### config.mk
export PLATFORM = sky130hd
export DESIGN_NAME = pattern_detector
export DESIGN_NICKNAME = d
export VERILOG_FILES = /design/src/rtl/pattern_detector_pkg.sv /design/src/rtl/pattern_detector_window.sv /design/src/rtl/pattern_detector.sv
export SDC_FILE = /design/constraint.sdc
export NUM_CORES = 1
export LEC_CHECK = 0
export CORE_MARGIN = 2
export CORE_UTILIZATION = 52
export CTS_BUF_LIST = sky130_fd_sc_hd__clkbuf_16
export DETAILED_ROUTE_END_ITERATION = 6
export GPL_ROUTABILITY_DRIVEN = 0
export PLACE_DENSITY = 0.78
export SLEW_MARGIN = 20
export SYNTH_ARGS = -nofsm -noshare
export SYNTH_HDL_FRONTEND = slang
export SYNTH_SLANG_ARGS = --single-unit
### constraint.sdc
create_clock -name clk -period 3.6 [get_ports clk]
set_clock_uncertainty 0.15 [all_clocks]
set_input_delay 0.72 -clock clk [delete_from_list [all_inputs] [get_ports clk]]
set_output_delay 0.72 -clock clk [all_outputs]
set_load 0.01 [all_outputs]
### src/rtl/pattern_detector_pkg.sv
// Shared constants and helpers for the serial pattern detector.
package pattern_detector_pkg;

    // Width needed to hold a length in 0..pat_w.
    function automatic int len_w(input int pat_w);
        return $clog2(pat_w + 1);
    endfunction

    localparam logic [7:0] LEGACY_PATTERN = 8'b0000_0101;
    localparam int         LEGACY_LEN     = 3;

endpackage

### src/rtl/pattern_detector_window.sv
// Serial history window with fill tracking and a length-masked pattern compare.
module pattern_window
    import pattern_detector_pkg::*;
#(
    parameter int PAT_W = 8,
    localparam int LEN_W = len_w(PAT_W)
) (
    input  logic             clk,
    input  logic             rst,
    input  logic             shift,
    input  logic             clear,
    input  logic             restart,
    input  logic             bit_in,
    input  logic [LEN_W-1:0] len,
    input  logic [PAT_W-1:0] pat,
    output logic             hit,
    output logic             armed
);

    logic [PAT_W-1:0] hist;
    logic [PAT_W-1:0] hist_n;
    logic [LEN_W-1:0] fill;
    logic [LEN_W-1:0] fill_n;
    logic [PAT_W-1:0] mask;

    assign hist_n = {hist[PAT_W-2:0], bit_in};
    assign fill_n = (fill == LEN_W'(PAT_W)) ? fill : fill + 1'b1;

    always_comb begin
        mask = '0;
        for (int i = 0; i < PAT_W; i++) begin
            if (i < int'(len)) mask[i] = 1'b1;
        end
    end

    // Compare is evaluated against the window as it will look after this bit.
    assign hit = shift && (len != '0) && (fill_n >= len) &&
                 ((hist_n & mask) == (pat & mask));

    assign armed = (len != '0) && (fill >= len);

    always_ff @(posedge clk) begin
        if (rst || clear) begin
            hist <= '0;
            fill <= '0;
        end else if (shift) begin
            hist <= hist_n;
            fill <= restart ? '0 : fill_n;
        end
    end

endmodule

### src/rtl/pattern_detector.sv
// Programmable serial bit-pattern detector with overlap control and saturating match counter.
module pattern_detector
    import pattern_detector_pkg::*;
#(
    parameter int               PAT_W       = 8,
    parameter int               CNT_W       = 8,
    parameter logic [PAT_W-1:0] RST_PATTERN = PAT_W'(LEGACY_PATTERN),
    parameter int               RST_LEN     = LEGACY_LEN,
    parameter logic             RST_OVERLAP = 1'b1,
    localparam int              LEN_W       = len_w(PAT_W)
) (
    input  logic             clk,
    input  logic             rst,
    input  logic             in_valid,
    input  logic             in_bit,
    input  logic             cfg_load,
    input  logic [PAT_W-1:0] cfg_pattern,
    input  logic [LEN_W-1:0] cfg_len,
    input  logic             cfg_overlap,
    input  logic             cnt_clr,
    output logic             match,
    output logic [CNT_W-1:0] match_count,
    output logic             armed
);

    logic [PAT_W-1:0] pat;
    logic [LEN_W-1:0] len;
    logic             ovl;
    logic             shift;
    logic             hit;
    logic [LEN_W-1:0] len_clamped;

    function automatic logic [CNT_W-1:0] sat_inc(input logic [CNT_W-1:0] v);
        return (&v) ? v : v + 1'b1;
    endfunction

    assign shift       = in_valid && !cfg_load;
    assign len_clamped = (cfg_len > LEN_W'(PAT_W)) ? LEN_W'(PAT_W) : cfg_len;

    pattern_window #(.PAT_W(PAT_W)) u_window (
        .clk     (clk),
        .rst     (rst),
        .shift   (shift),
        .clear   (cfg_load),
        .restart (hit && !ovl),
        .bit_in  (in_bit),
        .len     (len),
        .pat     (pat),
        .hit     (hit),
        .armed   (armed)
    );

    always_ff @(posedge clk) begin
        if (rst) begin
            pat         <= RST_PATTERN;
            len         <= LEN_W'(RST_LEN);
            ovl         <= RST_OVERLAP;
            match       <= 1'b0;
            match_count <= '0;
        end else begin
            match <= hit;
            if (cfg_load) begin
                pat <= cfg_pattern;
                len <= len_clamped;
                ovl <= cfg_overlap;
            end
            // Clear beats a simultaneous hit; the match pulse still fires.
            if (cnt_clr)  match_count <= '0;
            else if (hit) match_count <= sat_inc(match_count);
        end
    end

endmodule

==> flow_metrics.env <==
export IMPL_drt_iter0_drc=54
export IMPL_drc=0
export IMPL_post_cts_setup_buffers=0
export IMPL_vias=1445
export IMPL_synth_avg_cell_area_um2=9.04
export IMPL_grt_max_degree=19
export IMPL_tightest_slew_ns=0.464
export IMPL_dieArea_um2=3850
export IMPL_rows=21
export IMPL_start_util_pct=53.4
export IMPL_hold_viol=0
export IMPL_die_w_um=62.1
export IMPL_grt_pass1_vias=1328
export IMPL_outcome="completed"
export IMPL_grt_pass1_wl_um=5840
export IMPL_numCtsBuffers=5
export IMPL_syn_nets=224
export IMPL_syn_inst=194
export IMPL_synth_top_cell_area_share_pct=37.7
export IMPL_p_per_area_nw_per_um2=395
export IMPL_critPathArrivalTime_ns=2.20
export IMPL_synth_edf_count=0
export IMPL_period_minus_slack_ns=3.07
export IMPL_startpoint_type="register"
export IMPL_setup_viol=0
export IMPL_area_growth_syn_to_layout_pct=25.6
export IMPL_ys_top_cells_by_area="dfxtp_1 38%, mux2i_1 9.1%, ha_1 7.8%, nor2_1 5.6%, xor2_1 4.0%"
export IMPL_slew_violations=0
export IMPL_relSlewSlack_pct=68.8
export IMPL_nNetsFinal=253
export IMPL_drtPass1Iterations=4
export IMPL_cts_htree_levels=2
export IMPL_synth_distinct_cells=43
export IMPL_yosysSeqAreaShare_pct=37.7
export IMPL_peakVddDrop_uv=248
export IMPL_fmax_mhz=326
export IMPL_leakage_nw=0.918
export IMPL_yosysMostFrequentCell="dfxtp_1"
export IMPL_synth_commonest_cells="33 x dfxtp_1, 26 x nor2_1, 16 x mux2i_1, 13 x a21oi_1, 11 x ha_1"
export IMPL_final_layout_size_suffix_gt1_share_pct=9.82
export IMPL_portBuffers=28
export IMPL_crit_start="u_window.fill[0]"
export IMPL_n_antenna_cell=0
export IMPL_holdBufCountCts=0
export IMPL_grt_use_total_pct=21.1
export IMPL_clkLatencyLatePin_ns=0.27
export IMPL_routed_via_density=5.35
export IMPL_path_clk_slew_ns=0.05
export IMPL_cts_buffer_depth=2
export IMPL_clkSinkCount=33
export IMPL_cts_resized_gates=0
export IMPL_async_flop_share_pct=0
export IMPL_worstSetupEndpointType="output pin"
export IMPL_min_from="match_count[5]"
export IMPL_timing_setup_tns_ns=0
export IMPL_hold_path_class="reg2reg"
export IMPL_grt_overflow_total=0
export IMPL_required_ns=2.73
export IMPL_place_hpwl_um=2800
export IMPL_routedWlPerCell_um=13.8
export IMPL_reg2reg_from="u_window.fill[0]"
export IMPL_synth_area_leader_cell="dfxtp_1"
export IMPL_core_um2=3280
export IMPL_cts_root_buf="clkbuf_16"
export IMPL_crit_fanout=4
export IMPL_finalWirelength_um=3730
export IMPL_synth_seq_cells=33
export IMPL_synth_top_flop_cell="dfxtp_1"
export IMPL_final_antenna_net_count=0
export IMPL_ioPinCount=29
export IMPL_finalCritPeriodShare_pct=85.3
export IMPL_die_y_um=62.1
export IMPL_maxCapViolations=0
export IMPL_critPathKind="reg2out"
export IMPL_synth_warnings=0
export IMPL_synthesis_area_um2=1750
export IMPL_final_util_pct=67.1
export IMPL_antenna_found_initial=0
export IMPL_rsz0062_at_grt="no"
export IMPL_reg2reg_slack_ns=0.71
export IMPL_cts_tree="done"
sequential cells by signal (all words and copies together), names as in the netlist:
register	flops
match_count	8
u_window.fill	4
match	1
u_window.hist	7
len	4
pat	8
ovl	1
routing by layer:
metal  track usage, %  vias up  part of all wire (%)  routed length, um
li1                 -      743                     -                  -
met1             25.5      677                    46               1710
met5                0        -                     0                  0
met4             7.29        0                  0.27                 10
met3             6.83        2                   2.7                102
met2             35.1       23                    51               1910
final timing paths:
kind / cells past startpoint / end
setup / recovery: 8 / armed
hold / removal: 2 / match_count[5]
setup reg to reg: 12 / u_window.fill[0]
hold reg to reg: 2 / match_count[5]
cell families after synthesis:
kind of cell | Yosys count | synth area share [%]
flops | 33 | 37.7
fa+ha+maj | 11 | 7.85
buf+inv | 16 | 4.49
xor+xnor | 11 | 5.49
simple gates | 72 | 21.5
compound gates | 35 | 13.9
mux | 16 | 9.13
where the power goes:
group	total [mW]	internal [mW]	switching [mW]
clock network	0.389	0.249	0.140
registers	0.388	0.377	0.0115
logic	0.0925	0.0522	0.0404
critical path, stage by stage, from the launching register on:
cell             delay (ns)
dfxtp_1                0.38
inv_1                  0.11
ha_1                   0.27
nand2b_1               0.14
a21o_1                 0.17
a21o_1                 0.17
a21oi_1                0.14
nor2_1                 0.06
clkdlybuf4s50_1        0.49
metrics by stage:
| stage | worst slack (ns) | hold slack [ns] | instance area [um^2] | total power, mW | std cells |
|---|---|---|---|---|---|
| 2_1_floorplan | 1.00 | 0.321 | 1750 | 0.451 | 194 |
| 5_1_grt | 0.423 | 0.391 | 2200 | 0.912 | 270 |
| 6_report | 0.529 | 0.367 | 2200 | 0.870 | 270 |
| 4_1_cts | 0.521 | 0.367 | 2200 | 0.879 | 270 |
| 3_3_place_gp | 0.626 | 0.344 | 2070 | 0.484 | 262 |
| 3_5_place_dp | 0.555 | 0.359 | 2070 | 0.488 | 262 |
area by class of cell:
class / instances / area, um^2
Clock buffer: 5 / 125
Clock inverter: 3 / 12.5
Fill cell: 258 / 1080
Inverter: 6 / 22.5
Multi-Input combinational cell: 145 / 1010
Sequential cell: 33 / 661
Tap cell: 46 / 57.6
Timing Repair Buffer: 32 / 310
cells in the final DEF, fill, tap and decap left out, drive strengths merged:
cell           instances
dfxtp                 33
clkdlybuf4s50         28
nor2                  26
mux2i                 16
a21oi                 13
ha                    11
nand2                 10
xor2                   8
inv                    6
nand2b                 6
clkbuf                 5
a211o                  5
o21ai                  4
buf                    4
or2                    4
nand3                  3
xnor2                  3
a21o                   3
nor2b                  3
and3                   3
nor3                   3
or3b                   3
clkinv                 3
nand4                  2
nand3b                 2
or4                    2
a31o                   2
or3                    2
nor4                   1
or4b                   1
a221oi                 1
a222oi                 1
nor4b                  1
o2111ai                1
o21a                   1
o21ba                  1
a211oi                 1
o211ai                 1
o31ai                  1
Note: power is estimated with default switching activity, not from simulation.
